[src/rtl/ps2_host_tx_if.sv]
// Signal bundle between a PS/2 host transmitter (slave side) and the logic
// that requests transfers and owns the open-drain pads (master side).
interface ps2_host_tx_if;
  logic       start;
  logic [7:0] data_in;
  logic       ps2c_in;
  logic       ps2d_in;
  logic       ps2c_oe;
  logic       ps2d_oe;
  logic       busy;
  logic       done;
  logic       err;

  modport master (
    output start, data_in, ps2c_in, ps2d_in,
    input  ps2c_oe, ps2d_oe, busy, done, err
  );

  modport slave (
    input  start, data_in, ps2c_in, ps2d_in,
    output ps2c_oe, ps2d_oe, busy, done, err
  );
endinterface

[src/rtl/ps2_host_tx.sv]
// PS/2 host-to-device transmitter: inhibits the bus, clocks one command byte
// out under device-generated clocking and reports the device acknowledge.
module ps2_host_tx #(
  parameter int INHIBIT_CYCLES = 5000,
  parameter int TIMEOUT_CYCLES = 1000000
) (
  input logic          clk,
  input logic          resetn,
  ps2_host_tx_if.slave bus
);
  localparam int INH_W = $clog2(INHIBIT_CYCLES + 1);
  localparam int TMO_W = $clog2(TIMEOUT_CYCLES + 1);

  typedef enum logic [2:0] {
    IDLE, INHIBIT, REQ, SHIFT, ACK, WAIT_IDLE
  } state_t;

  state_t state, state_next;

  logic             c_meta, c_sync, c_prev;
  logic             d_meta, d_sync;
  logic             fall;
  logic [INH_W-1:0] inh_cnt, inh_cnt_next;
  logic [TMO_W-1:0] tmo_cnt, tmo_cnt_next;
  logic [3:0]       bit_cnt, bit_cnt_next;
  logic [9:0]       frame, frame_next;
  logic             c_oe, c_oe_next;
  logic             d_oe, d_oe_next;
  logic             busy_q, busy_next;
  logic             done_q, done_next;
  logic             err_q, err_next;
  logic             in_transfer;

  // Synchronizers idle high so leaving reset never looks like a clock fall.
  always_ff @(posedge clk) begin
    if (!resetn) begin
      c_meta <= 1'b1;
      c_sync <= 1'b1;
      c_prev <= 1'b1;
      d_meta <= 1'b1;
      d_sync <= 1'b1;
    end else begin
      c_meta <= bus.ps2c_in;
      c_sync <= c_meta;
      c_prev <= c_sync;
      d_meta <= bus.ps2d_in;
      d_sync <= d_meta;
    end
  end

  assign fall        = c_prev & ~c_sync;
  assign in_transfer = (state == SHIFT) || (state == ACK) || (state == WAIT_IDLE);

  always_ff @(posedge clk) begin
    if (!resetn) begin
      state   <= IDLE;
      inh_cnt <= '0;
      tmo_cnt <= '0;
      bit_cnt <= '0;
      frame   <= '0;
      c_oe    <= 1'b0;
      d_oe    <= 1'b0;
      busy_q  <= 1'b0;
      done_q  <= 1'b0;
      err_q   <= 1'b0;
    end else begin
      state   <= state_next;
      inh_cnt <= inh_cnt_next;
      tmo_cnt <= tmo_cnt_next;
      bit_cnt <= bit_cnt_next;
      frame   <= frame_next;
      c_oe    <= c_oe_next;
      d_oe    <= d_oe_next;
      busy_q  <= busy_next;
      done_q  <= done_next;
      err_q   <= err_next;
    end
  end

  // Outputs are registered from the next state so the pads never glitch.
  always_comb begin
    state_next   = state;
    inh_cnt_next = inh_cnt;
    tmo_cnt_next = tmo_cnt;
    bit_cnt_next = bit_cnt;
    frame_next   = frame;
    d_oe_next    = d_oe;
    done_next    = 1'b0;
    err_next     = 1'b0;

    case (state)
      IDLE: begin
        d_oe_next = 1'b0;
        if (bus.start) begin
          frame_next   = {1'b1, ~^bus.data_in, bus.data_in};
          inh_cnt_next = '0;
          tmo_cnt_next = '0;
          bit_cnt_next = '0;
          state_next   = INHIBIT;
        end
      end
      INHIBIT: begin
        inh_cnt_next = inh_cnt + 1'b1;
        if (inh_cnt == INH_W'(INHIBIT_CYCLES - 1)) begin
          state_next = REQ;
          d_oe_next  = 1'b1;
        end
      end
      REQ: begin
        tmo_cnt_next = '0;
        state_next   = SHIFT;
      end
      SHIFT: begin
        tmo_cnt_next = tmo_cnt + 1'b1;
        if (fall) begin
          d_oe_next    = ~frame[0];
          frame_next   = {1'b0, frame[9:1]};
          bit_cnt_next = bit_cnt + 1'b1;
          if (bit_cnt == 4'd9) state_next = ACK;
        end
      end
      ACK: begin
        tmo_cnt_next = tmo_cnt + 1'b1;
        if (fall) begin
          if (!d_sync) begin
            state_next = WAIT_IDLE;
          end else begin
            err_next   = 1'b1;
            state_next = IDLE;
          end
        end
      end
      WAIT_IDLE: begin
        tmo_cnt_next = tmo_cnt + 1'b1;
        if (c_sync && d_sync) begin
          done_next  = 1'b1;
          state_next = IDLE;
        end
      end
      default: state_next = IDLE;
    endcase

    // A stalled device wins over any protocol progress in the same cycle.
    if (in_transfer && (tmo_cnt == TMO_W'(TIMEOUT_CYCLES - 1))) begin
      state_next = IDLE;
      d_oe_next  = 1'b0;
      done_next  = 1'b0;
      err_next   = 1'b1;
    end

    c_oe_next = (state_next == INHIBIT) || (state_next == REQ);
    busy_next = (state_next != IDLE);
  end

  assign bus.ps2c_oe = c_oe;
  assign bus.ps2d_oe = d_oe;
  assign bus.busy    = busy_q;
  assign bus.done    = done_q;
  assign bus.err     = err_q;
endmodule

[src/flat_wrapper.sv]
// flat-port wrapper written by rule: the top's interface ports become plain ports
module ps2_host_tx_flat 
#(
  parameter int INHIBIT_CYCLES = 5000,
  parameter int TIMEOUT_CYCLES = 1000000
)
  (clk, resetn, bus_start, bus_data_in, bus_ps2c_in, bus_ps2d_in, bus_ps2c_oe, bus_ps2d_oe, bus_busy, bus_done, bus_err);
  ps2_host_tx_if bus_i ();
  input logic clk;
  input logic resetn;
  input wire logic [$bits(bus_i.start)-1:0] bus_start;
  input wire logic [$bits(bus_i.data_in)-1:0] bus_data_in;
  input wire logic [$bits(bus_i.ps2c_in)-1:0] bus_ps2c_in;
  input wire logic [$bits(bus_i.ps2d_in)-1:0] bus_ps2d_in;
  output wire logic [$bits(bus_i.ps2c_oe)-1:0] bus_ps2c_oe;
  output wire logic [$bits(bus_i.ps2d_oe)-1:0] bus_ps2d_oe;
  output wire logic [$bits(bus_i.busy)-1:0] bus_busy;
  output wire logic [$bits(bus_i.done)-1:0] bus_done;
  output wire logic [$bits(bus_i.err)-1:0] bus_err;
  assign bus_i.start = bus_start;
  assign bus_i.data_in = bus_data_in;
  assign bus_i.ps2c_in = bus_ps2c_in;
  assign bus_i.ps2d_in = bus_ps2d_in;
  assign bus_ps2c_oe = bus_i.ps2c_oe;
  assign bus_ps2d_oe = bus_i.ps2d_oe;
  assign bus_busy = bus_i.busy;
  assign bus_done = bus_i.done;
  assign bus_err = bus_i.err;
  ps2_host_tx #(.INHIBIT_CYCLES(INHIBIT_CYCLES), .TIMEOUT_CYCLES(TIMEOUT_CYCLES)) u_core (.clk(clk), .resetn(resetn), .bus(bus_i));
endmodule
[config.mk]
export PLATFORM = sky130hd
export DESIGN_NAME = ps2_host_tx_flat
export DESIGN_NICKNAME = d
export VERILOG_FILES = /design/src/rtl/ps2_host_tx_if.sv /design/src/rtl/ps2_host_tx.sv /design/src/flat_wrapper.sv
export SDC_FILE = /design/constraint.sdc
export NUM_CORES = 1
export LEC_CHECK = 0
export BUFFER_PORTS_ARGS = -buffer_cell sky130_fd_sc_hd__buf_2
export CAP_MARGIN = 15
export CORE_MARGIN = 4
export CORE_UTILIZATION = 57
export CTS_BUF_LIST = sky130_fd_sc_hd__clkbuf_4 sky130_fd_sc_hd__clkbuf_8
export DETAILED_ROUTE_END_ITERATION = 16
export HOLD_SLACK_MARGIN = 0.1
export PLACE_DENSITY_LB_ADDON = 0.1
export SYNTH_ARGS = -nofsm -noshare
export SYNTH_HDL_FRONTEND = slang
export SYNTH_SLANG_ARGS = --single-unit
[constraint.sdc]
create_clock -name clk -period 1.89 [get_ports clk]
set_input_delay 0.0945 -clock clk [delete_from_list [all_inputs] [get_ports clk]]
set_output_delay 0.0945 -clock clk [all_outputs]
set_load 0.02 [all_outputs]
==> results of run 1 <==
## registers in the layout (all words and copies together), names as in the netlist
register            cells
u_core.c_meta           1
u_core.c_sync           1
u_core.frame           10
u_core.state            3
u_core.bus.err          1
u_core.c_prev           1
u_core.bus.ps2d_oe      1
u_core.bus.ps2c_oe      1
u_core.bus.busy         1
u_core.bit_cnt          4
u_core.tmo_cnt         20
u_core.d_sync           1
u_core.inh_cnt         13
u_core.d_meta           1
u_core.bus.done         1
## cell usage after synthesis, types with 3 or more instances
library cell and n:
sky130_fd_sc_hd__a211oi_1 5, sky130_fd_sc_hd__a21oi_1 31, sky130_fd_sc_hd__a311oi_1 9, sky130_fd_sc_hd__a31oi_1 3, sky130_fd_sc_hd__and2_1 4, sky130_fd_sc_hd__and3_1 3
sky130_fd_sc_hd__and4_1 3, sky130_fd_sc_hd__buf_2 4, sky130_fd_sc_hd__clkbuf_1 15, sky130_fd_sc_hd__dfxtp_1 60, sky130_fd_sc_hd__ha_1 4, sky130_fd_sc_hd__inv_1 8
sky130_fd_sc_hd__nand2_1 35, sky130_fd_sc_hd__nand2b_1 7, sky130_fd_sc_hd__nand3_1 13, sky130_fd_sc_hd__nand3b_1 4, sky130_fd_sc_hd__nand4_1 9, sky130_fd_sc_hd__nor2_1 21
sky130_fd_sc_hd__nor3_1 3, sky130_fd_sc_hd__nor4_1 5, sky130_fd_sc_hd__o211ai_1 4, sky130_fd_sc_hd__o21ai_0 15, sky130_fd_sc_hd__o31ai_1 13, sky130_fd_sc_hd__or2_2 3
sky130_fd_sc_hd__or3_1 11, sky130_fd_sc_hd__or4_1 13, sky130_fd_sc_hd__xnor2_1 7, sky130_fd_sc_hd__xor2_1 3
## timing repair
action | in CTS | in global routing
gates cloned | 0 | 0
hold endpoints to repair | 13 | 0
resized for setup | 0 | 8
hold buffers | 12 | 0
pin swaps | 1 | 1
buffers inserted | 0 | 1
setup endpoints to repair | 1 | 25
## through the flow
step,power [µW],TNS [ns]
detailed placement,1580,-0.0825
global placement,1570,-0.0386
floorplan,1500,-0.0226
global route,2780,-0.138
CTS,2680,-0.0742
finish,2670,-0.0746
## area by class of cell
| cell class | count | area, µm² |
|---|---|---|
| fillers | 418 | 1450 |
| repair buffers | 59 | 443 |
| well taps | 70 | 87.6 |
| inverters | 8 | 30.0 |
| clock buffers | 15 | 188 |
| clock inverters | 1 | 5.00 |
| flip-flops and latches | 60 | 1200 |
| multi-input cells | 261 | 1670 |
## worst paths after layout
kind / endpoint / startpoint / cells after the start / slack (ns)
hold reg to reg: u_core.d_sync$_SDFF_PN1_ / u_core.d_meta$_SDFF_PN1_ / 1 / 0.41
hold / removal: u_core.frame[9]$_SDFFE_PN0P_ / bus_start / 3 / 0.38
setup / recovery: u_core.state[0]$_SDFF_PN0_ / u_core.inh_cnt[4]$_SDFFE_PN0P_ / 4 / -0.07
setup reg to reg: u_core.state[0]$_SDFF_PN0_ / u_core.inh_cnt[4]$_SDFFE_PN0P_ / 4 / -0.07
## cell families (layout without fill, tap and decap cells)
family | after synthesis | after routing | share of synthesized area (%)
mux | 4 | 4 | 1.43
simple gates | 148 | 148 | 28.3
flops | 60 | 60 | 40.4
xor+xnor | 10 | 10 | 2.95
buf+inv | 30 | 83 | 4.34
compound gates | 95 | 95 | 20.9
fa+ha+maj | 4 | 4 | 1.68
## where the power goes
part	switching (µW)	internal (µW)	total [µW]
Clock	463	626	1090
Combinational	137	119	256
Sequential	20.1	1300	1320
## routing by layer
metal | track usage [%] | share of wire [%]
met1 | 29.9 | 46
met3 | 4.04 | 2.6
met2 | 37.3 | 50
met5 | 0 | 0
met4 | 9.97 | 1.5
## placed cells by master, fill, tap and decap left out, types with 7 or more instances in the layout
cell                            instances
sky130_fd_sc_hd__nor2_1                21
sky130_fd_sc_hd__o31ai_1               13
sky130_fd_sc_hd__nand2_1               35
sky130_fd_sc_hd__o21ai_0               14
sky130_fd_sc_hd__a21oi_1               30
sky130_fd_sc_hd__a311oi_1               9
sky130_fd_sc_hd__buf_2                 17
sky130_fd_sc_hd__nand2b_1               7
sky130_fd_sc_hd__inv_1                  8
sky130_fd_sc_hd__buf_4                 29
sky130_fd_sc_hd__dlygate4sd3_1         12
sky130_fd_sc_hd__or3_1                 11
sky130_fd_sc_hd__nand4_1                9
sky130_fd_sc_hd__xnor2_1                7
sky130_fd_sc_hd__or4_1                 13
sky130_fd_sc_hd__dfxtp_1               57
sky130_fd_sc_hd__clkbuf_8              12
sky130_fd_sc_hd__nand3_1               13
## critical path: stages (launching register included)
cell and delay, ns:
sky130_fd_sc_hd__dfxtp_1 0.31, sky130_fd_sc_hd__or4b_4 0.53, sky130_fd_sc_hd__o31a_1 0.34, sky130_fd_sc_hd__or4b_1 0.51, sky130_fd_sc_hd__and3b_1 0.17
==> qor.csv, run 1 <==
stage,metric,value,unit
global_routing,number of global-route vias before repair,2617,
synth,area share of the largest cell type after synthesis,40.4,%
run_status,outcome,"complete, but fails checks",
detailed_routing,post-detailed-route via-to-cell ratio,5.87,
cts,clock transition time at the flip-flop clock pins of the worst setup and hold paths,0.06,ns
synth,proportion of synthesized flip-flops having asynchronous set or reset,0,%
detailed_routing,routed length per instance,14.2,µm
global_routing,global-route wire length before repair,11.8,mm
synth,sequential-to-total area share from yosys stat,40.4,%
floorplanning,Die Ht,80.2,µm
floorplanning,number of placement rows,26,
cts,htree depth,3,
timing,highest achievable clock rate,0.509,GHz
synth,cell count after synthesis,351,
floorplanning,area enclosed by the die boundary,6430,µm²
synth,yosys warns,0,
global_routing,antenna violations before repair,0,
cts,number of buffers added by the clock tree synthesis step,9,
synth,dominant register cell in the synthesized netlist,sky130_fd_sc_hd__dfxtp_1,
floorplanning,Std-Cell Core Area,5070,µm²
layout,share of layout cells above drive strength 1,20.5,%
floorplanning,Horiz. Die Dim,80.2,µm
place,pre-CTS WS,-0.0825,ns
layout,number of nets in the final layout,416,
timing,final hold violation count,0,
min_path,Hold WC Path Type,in -> reg,
timing,final setup violation count,1,
detailed_routing,Detailed Route Iter0 Violations,116,
timing,setup ws final,-0.0746,ns
cts,clock tree from TritonCTS,yes,
power,Pwr Density,735,nW/µm²
synth,count of flip-flops with a built-in enable after synthesis,0,
detailed_routing,number of nets with antenna violations after detailed routing,0,
detailed_routing,first drt pass iteration count,4,
layout,final cell count without fillers,474,
floorplanning,number of ports placed on the die boundary,18,
timing,relative slew slack,50.2,%
place,final RePlAce weighted congestion,0.858,
detailed_routing,post-route DRC violation count,0,
place,dpl cell area,3280,µm²
critical_path,startpoint type of the worst setup path,flip-flop,
flow_run,number of max-capacitance violations reported,0,
power,Static Leak,0.00130,µW
synth,Synth Register Bits,60,
layout,layout-stage area growth over the synthesis result,22.1,%
synth,average cell area after synthesis,8.46,µm²
synth,cell taking the most area after synthesis,sky130_fd_sc_hd__dfxtp_1,
timing,clock period minus worst slack,1.96,ns
timing,slew at the pin closest to its max-slew limit,0.746,ns
layout,antenna cell count,0,
timing,final max-slew violation count,0,
critical_path,arrival time at the worst endpoint,2.19,ns
synth,Post-Synthesis Cell Area,2970,µm²
critical_path,"Worst Path Class, Setup",reg -> reg,
critical_path,category of the worst setup path capture point,flip-flop,
power,peak supply drop,0.597,mV
place,port bufs,17,
cts,later-pin clock latency in the skew report,0.33,ns
timing,RSZ-0062 raised after global routing,true,
floorplanning,starting density of the core,58.5,%
synth,cell types with the largest area share after synthesis,"sky130_fd_sc_hd__dfxtp_1 (40%), sky130_fd_sc_hd__a21oi_1 (5.2%), sky130_fd_sc_hd__nand2_1 (4.4%)",
cts,sinks on the clock net,60,
critical_path,maximum fanout along the worst path,2,
layout,Post-Layout Inst Area,3630,µm²
detailed_routing,wire length reported by the detailed router,6.74,mm
detailed_routing,count of vias placed by the detailed router,2784,
layout,utilization of the core after routing,71.4,%
global_routing,global-route usage over all layers,23.0,%
timing,final worst clock skew,0.00593,ns
cts,buffer levels on the longest clock path,2,
global_routing,Overflow after GRT,0,
place,dpl hpwl,4.71,mm
cts,Clk Tree Root Cell,sky130_fd_sc_hd__clkbuf_8,
critical_path,critical path data required time,2.11,ns
synth,count of distinct cell types in the synthesized netlist,57,
place,Placed Cells,445,
timing,share of the clock period used by the worst path after layout,104,%
synth,syn_nets,368,
run_status,violations in the final reports,negative setup slack,
global_routing,pin count of the biggest net entering global routing,25,
timing,final hold slack,0.380,ns
Power figures use the tool's default switching activity.
==> run 2, diff against run 1 <==
--- a/config.mk
+++ b/config.mk
@@ -11,8 +11,11 @@
 export CORE_UTILIZATION = 57
 export CTS_BUF_LIST = sky130_fd_sc_hd__clkbuf_4 sky130_fd_sc_hd__clkbuf_8
 export DETAILED_ROUTE_END_ITERATION = 16
+export GPL_TIMING_DRIVEN = 1
 export HOLD_SLACK_MARGIN = 0.1
 export PLACE_DENSITY_LB_ADDON = 0.1
+export RECOVER_POWER = 100
+export SKIP_CTS_REPAIR_TIMING = 1
 export SYNTH_ARGS = -nofsm -noshare
 export SYNTH_HDL_FRONTEND = slang
 export SYNTH_SLANG_ARGS = --single-unit
==> run 2 against run 1 <==
  * The flow still finishes with violations (negative setup slack)
  * Critical endpoint unchanged
  * Wire length is 1.1% lower
  * Final cell count is 0.42% lower
  * Utilization is 0.67 points lower
  * Clock-buffer cell count stayed put
  * Worst setup slack better by 0.0054 ns
  * Non-clock buffer count is 2 lower
  * Clock skew is 0.0015 ns higher
  * Final area is 0.93% lower
==> qor.csv, run 2 (synthesis results as in run 1) <==
stage,metric,value,unit
run_status,outcome,"complete, but fails checks",
run_status,violations in the final reports,negative setup slack,
critical_path,startpoint type of the worst setup path,flip-flop,
floorplanning,Die Ht,80.2,µm
global_routing,GR met3 Demand/Resource,3.92,%
place,port bufs,17,
global_routing,grt met1 use,28.8,%
floorplanning,area enclosed by the die boundary,6430,µm²
global_routing,pin count of the biggest net entering global routing,25,
cts,Clk Tree Root Cell,sky130_fd_sc_hd__clkbuf_8,
timing,setup ws final,-0.0692,ns
timing,share of the clock period used by the worst path after layout,104,%
power,Psw,625,µW
timing,aggregate negative setup slack,-0.0692,ns
power,Pwr Density,742,nW/µm²
layout,top register by number of flip-flops,u_core.tmo_cnt,
cts,clock transition time at the flip-flop clock pins of the worst setup and hold paths,0.06,ns
cts,later-pin clock latency in the skew report,0.34,ns
detailed_routing,post-detailed-route via-to-cell ratio,5.89,
layout,antenna cell count,0,
global_routing,global-route wire length before repair,11.4,mm
cts,sinks on the clock net,60,
critical_path,maximum single-stage delay on the critical path,0.53,ns
detailed_routing,count of vias placed by the detailed router,2781,
layout,number of nets in the final layout,414,
power,switching fraction of total power,23.5,%
timing,final hold violation count,0,
timing,final max-slew violation count,0,
critical_path,maximum fanout along the worst path,2,
detailed_routing,post-route DRC violation count,0,
min_path,Hold WC Path Type,in -> reg,
layout,Filler Cells Inserted,428,
cts,htree depth,3,
power,peak supply drop,0.596,mV
critical_path,critical path data required time,2.12,ns
critical_path,category of the worst setup path capture point,flip-flop,
critical_path,"Worst Path Class, Setup",reg -> reg,
cts,buffer levels on the longest clock path,2,
floorplanning,Horiz. Die Dim,80.2,µm
power,total power consumption of the routed design,2660,µW
detailed_routing,Detailed Route Iter0 Violations,126,
power,proportion of power drawn by combinational gates,9.3,%
timing,final worst clock skew,0.00745,ns
detailed_routing,routed length per instance,14.1,µm
global_routing,number of global-route vias before repair,2534,
floorplanning,number of placement rows,26,
timing,highest achievable clock rate,0.510,GHz
floorplanning,starting density of the core,58.5,%
power,Seq pwr share,49.6,%
global_routing,met2 Usage GRT,36.1,%
timing,final setup violation count,1,
layout,share of layout cells above drive strength 1,18.9,%
detailed_routing,first drt pass iteration count,4,
global_routing,Overflow after GRT,0,
flow_run,number of max-capacitance violations reported,0,
layout,Largest register FFs,20,
layout,most frequent cells in the layout,"sky130_fd_sc_hd__dfxtp_1 (57), sky130_fd_sc_hd__nand2_1 (35), sky130_fd_sc_hd__a21oi_1 (30)",
floorplanning,number of ports placed on the die boundary,18,
power,internal power contribution,2040,µW
global_routing,global-route usage over all layers,22.2,%
critical_path,cell with the largest stage delay on the worst path,sky130_fd_sc_hd__or4b_4,
timing,clock period minus worst slack,1.96,ns
timing,slew at the pin closest to its max-slew limit,0.716,ns
power,Clock Power Share,41.1,%
critical_path,arrival time at the worst endpoint,2.19,ns
layout,layout-stage area growth over the synthesis result,20.9,%
detailed_routing,number of nets with antenna violations after detailed routing,0,
floorplanning,Std-Cell Core Area,5070,µm²
global_routing,antenna violations before repair,0,
detailed_routing,wire length reported by the detailed router,6.66,mm
layout,most frequent standard cell in the layout excluding fill and tap cells,sky130_fd_sc_hd__dfxtp_1,
cts,number of buffers added by the clock tree synthesis step,9,
global_routing,most used routing layer in global routing,met2,
critical_path,cell-by-cell trace of the critical path,or4b_4 -> o31a_1 -> or4b_1 -> and3b_1,
place,final RePlAce weighted congestion,0.858,
power,Static Leak,0.00127,µW
layout,registers with the most flip-flops,"u_core.tmo_cnt: 20 flops, u_core.inh_cnt: 13 flops, u_core.frame: 10 flops",
place,dpl hpwl,4.71,mm
timing,RSZ-0062 raised after global routing,true,
cts,clock tree from TritonCTS,yes,
timing,relative slew slack,52.2,%
[run 2: changes by cell type in the layout (fill, tap and decap cells not counted), sizes merged]
cell	change
clkbuf	+7
buf	-7
dlygate4sd3	-2
[run 2: area by class of cell]
class                           count  area, µm²  area share, %
Sequential cell                    60       1200           33.5
Clock inverter                      1       5.00          0.139
Inverter                            8       30.0          0.836
Timing Repair Buffer               57        409           11.4
Multi-Input combinational cell    261       1670           46.4
Clock buffer                       15        188           5.22
Tap cell                           70       87.6           2.44
[run 2: worst paths after layout]
| kind | from | to | slack (ns) | cells after the start |
|---|---|---|---|---|
| setup / recovery | u_core.inh_cnt[4]$_SDFFE_PN0P_ | u_core.state[0]$_SDFF_PN0_ | -0.07 | 4 |
| setup reg to reg | u_core.inh_cnt[4]$_SDFFE_PN0P_ | u_core.state[0]$_SDFF_PN0_ | -0.07 | 4 |
| hold reg to reg | u_core.d_meta$_SDFF_PN1_ | u_core.d_sync$_SDFF_PN1_ | 0.41 | 1 |
| hold / removal | resetn | u_core.c_sync$_SDFF_PN1_ | 0.09 | 2 |
[run 2: critical path: cells and delay by family, from the launching register on]
family / cells / cell delay (ns)
flip-flops: 1 / 0.31
AO/OA/AOI/OAI: 1 / 0.34
AND/OR/NAND/NOR: 3 / 1.21
[run 2: power by group through the flow]
stage          Combinational [µW]  Sequential [µW]  Clock [µW]
6_report                      248             1320        1090
3_5_place_dp                  228             1350           0
3_3_place_gp                  226             1350           0
5_1_grt                       275             1320        1170
2_1_floorplan                 146             1350           0
4_1_cts                       230             1320        1110
[run 2: layer usage]
| layer | vias to the layer above | share of wire [%] |
|---|---|---|
| li1 | 1408 | - |
| met1 | 1317 | 47 |
| met2 | 45 | 49 |
| met3 | 11 | 2.5 |
| met4 | 0 | 1.7 |
| met5 | - | 0 |
[run 2: through the flow]
step	hold slack [ns]	util [%]	instance area, µm²	worst slack, ns	cells
2_1_floorplan	0.196	-	2970	-0.0226	351
3_3_place_gp	0.279	64.5	3280	-0.0386	445
3_5_place_dp	0.280	64.5	3280	-0.0825	445
4_1_cts	-0.0655	68.3	3470	-0.0946	461
5_1_grt	0.102	70.8	3590	-0.124	472
6_report	0.0858	70.8	3590	-0.0692	472
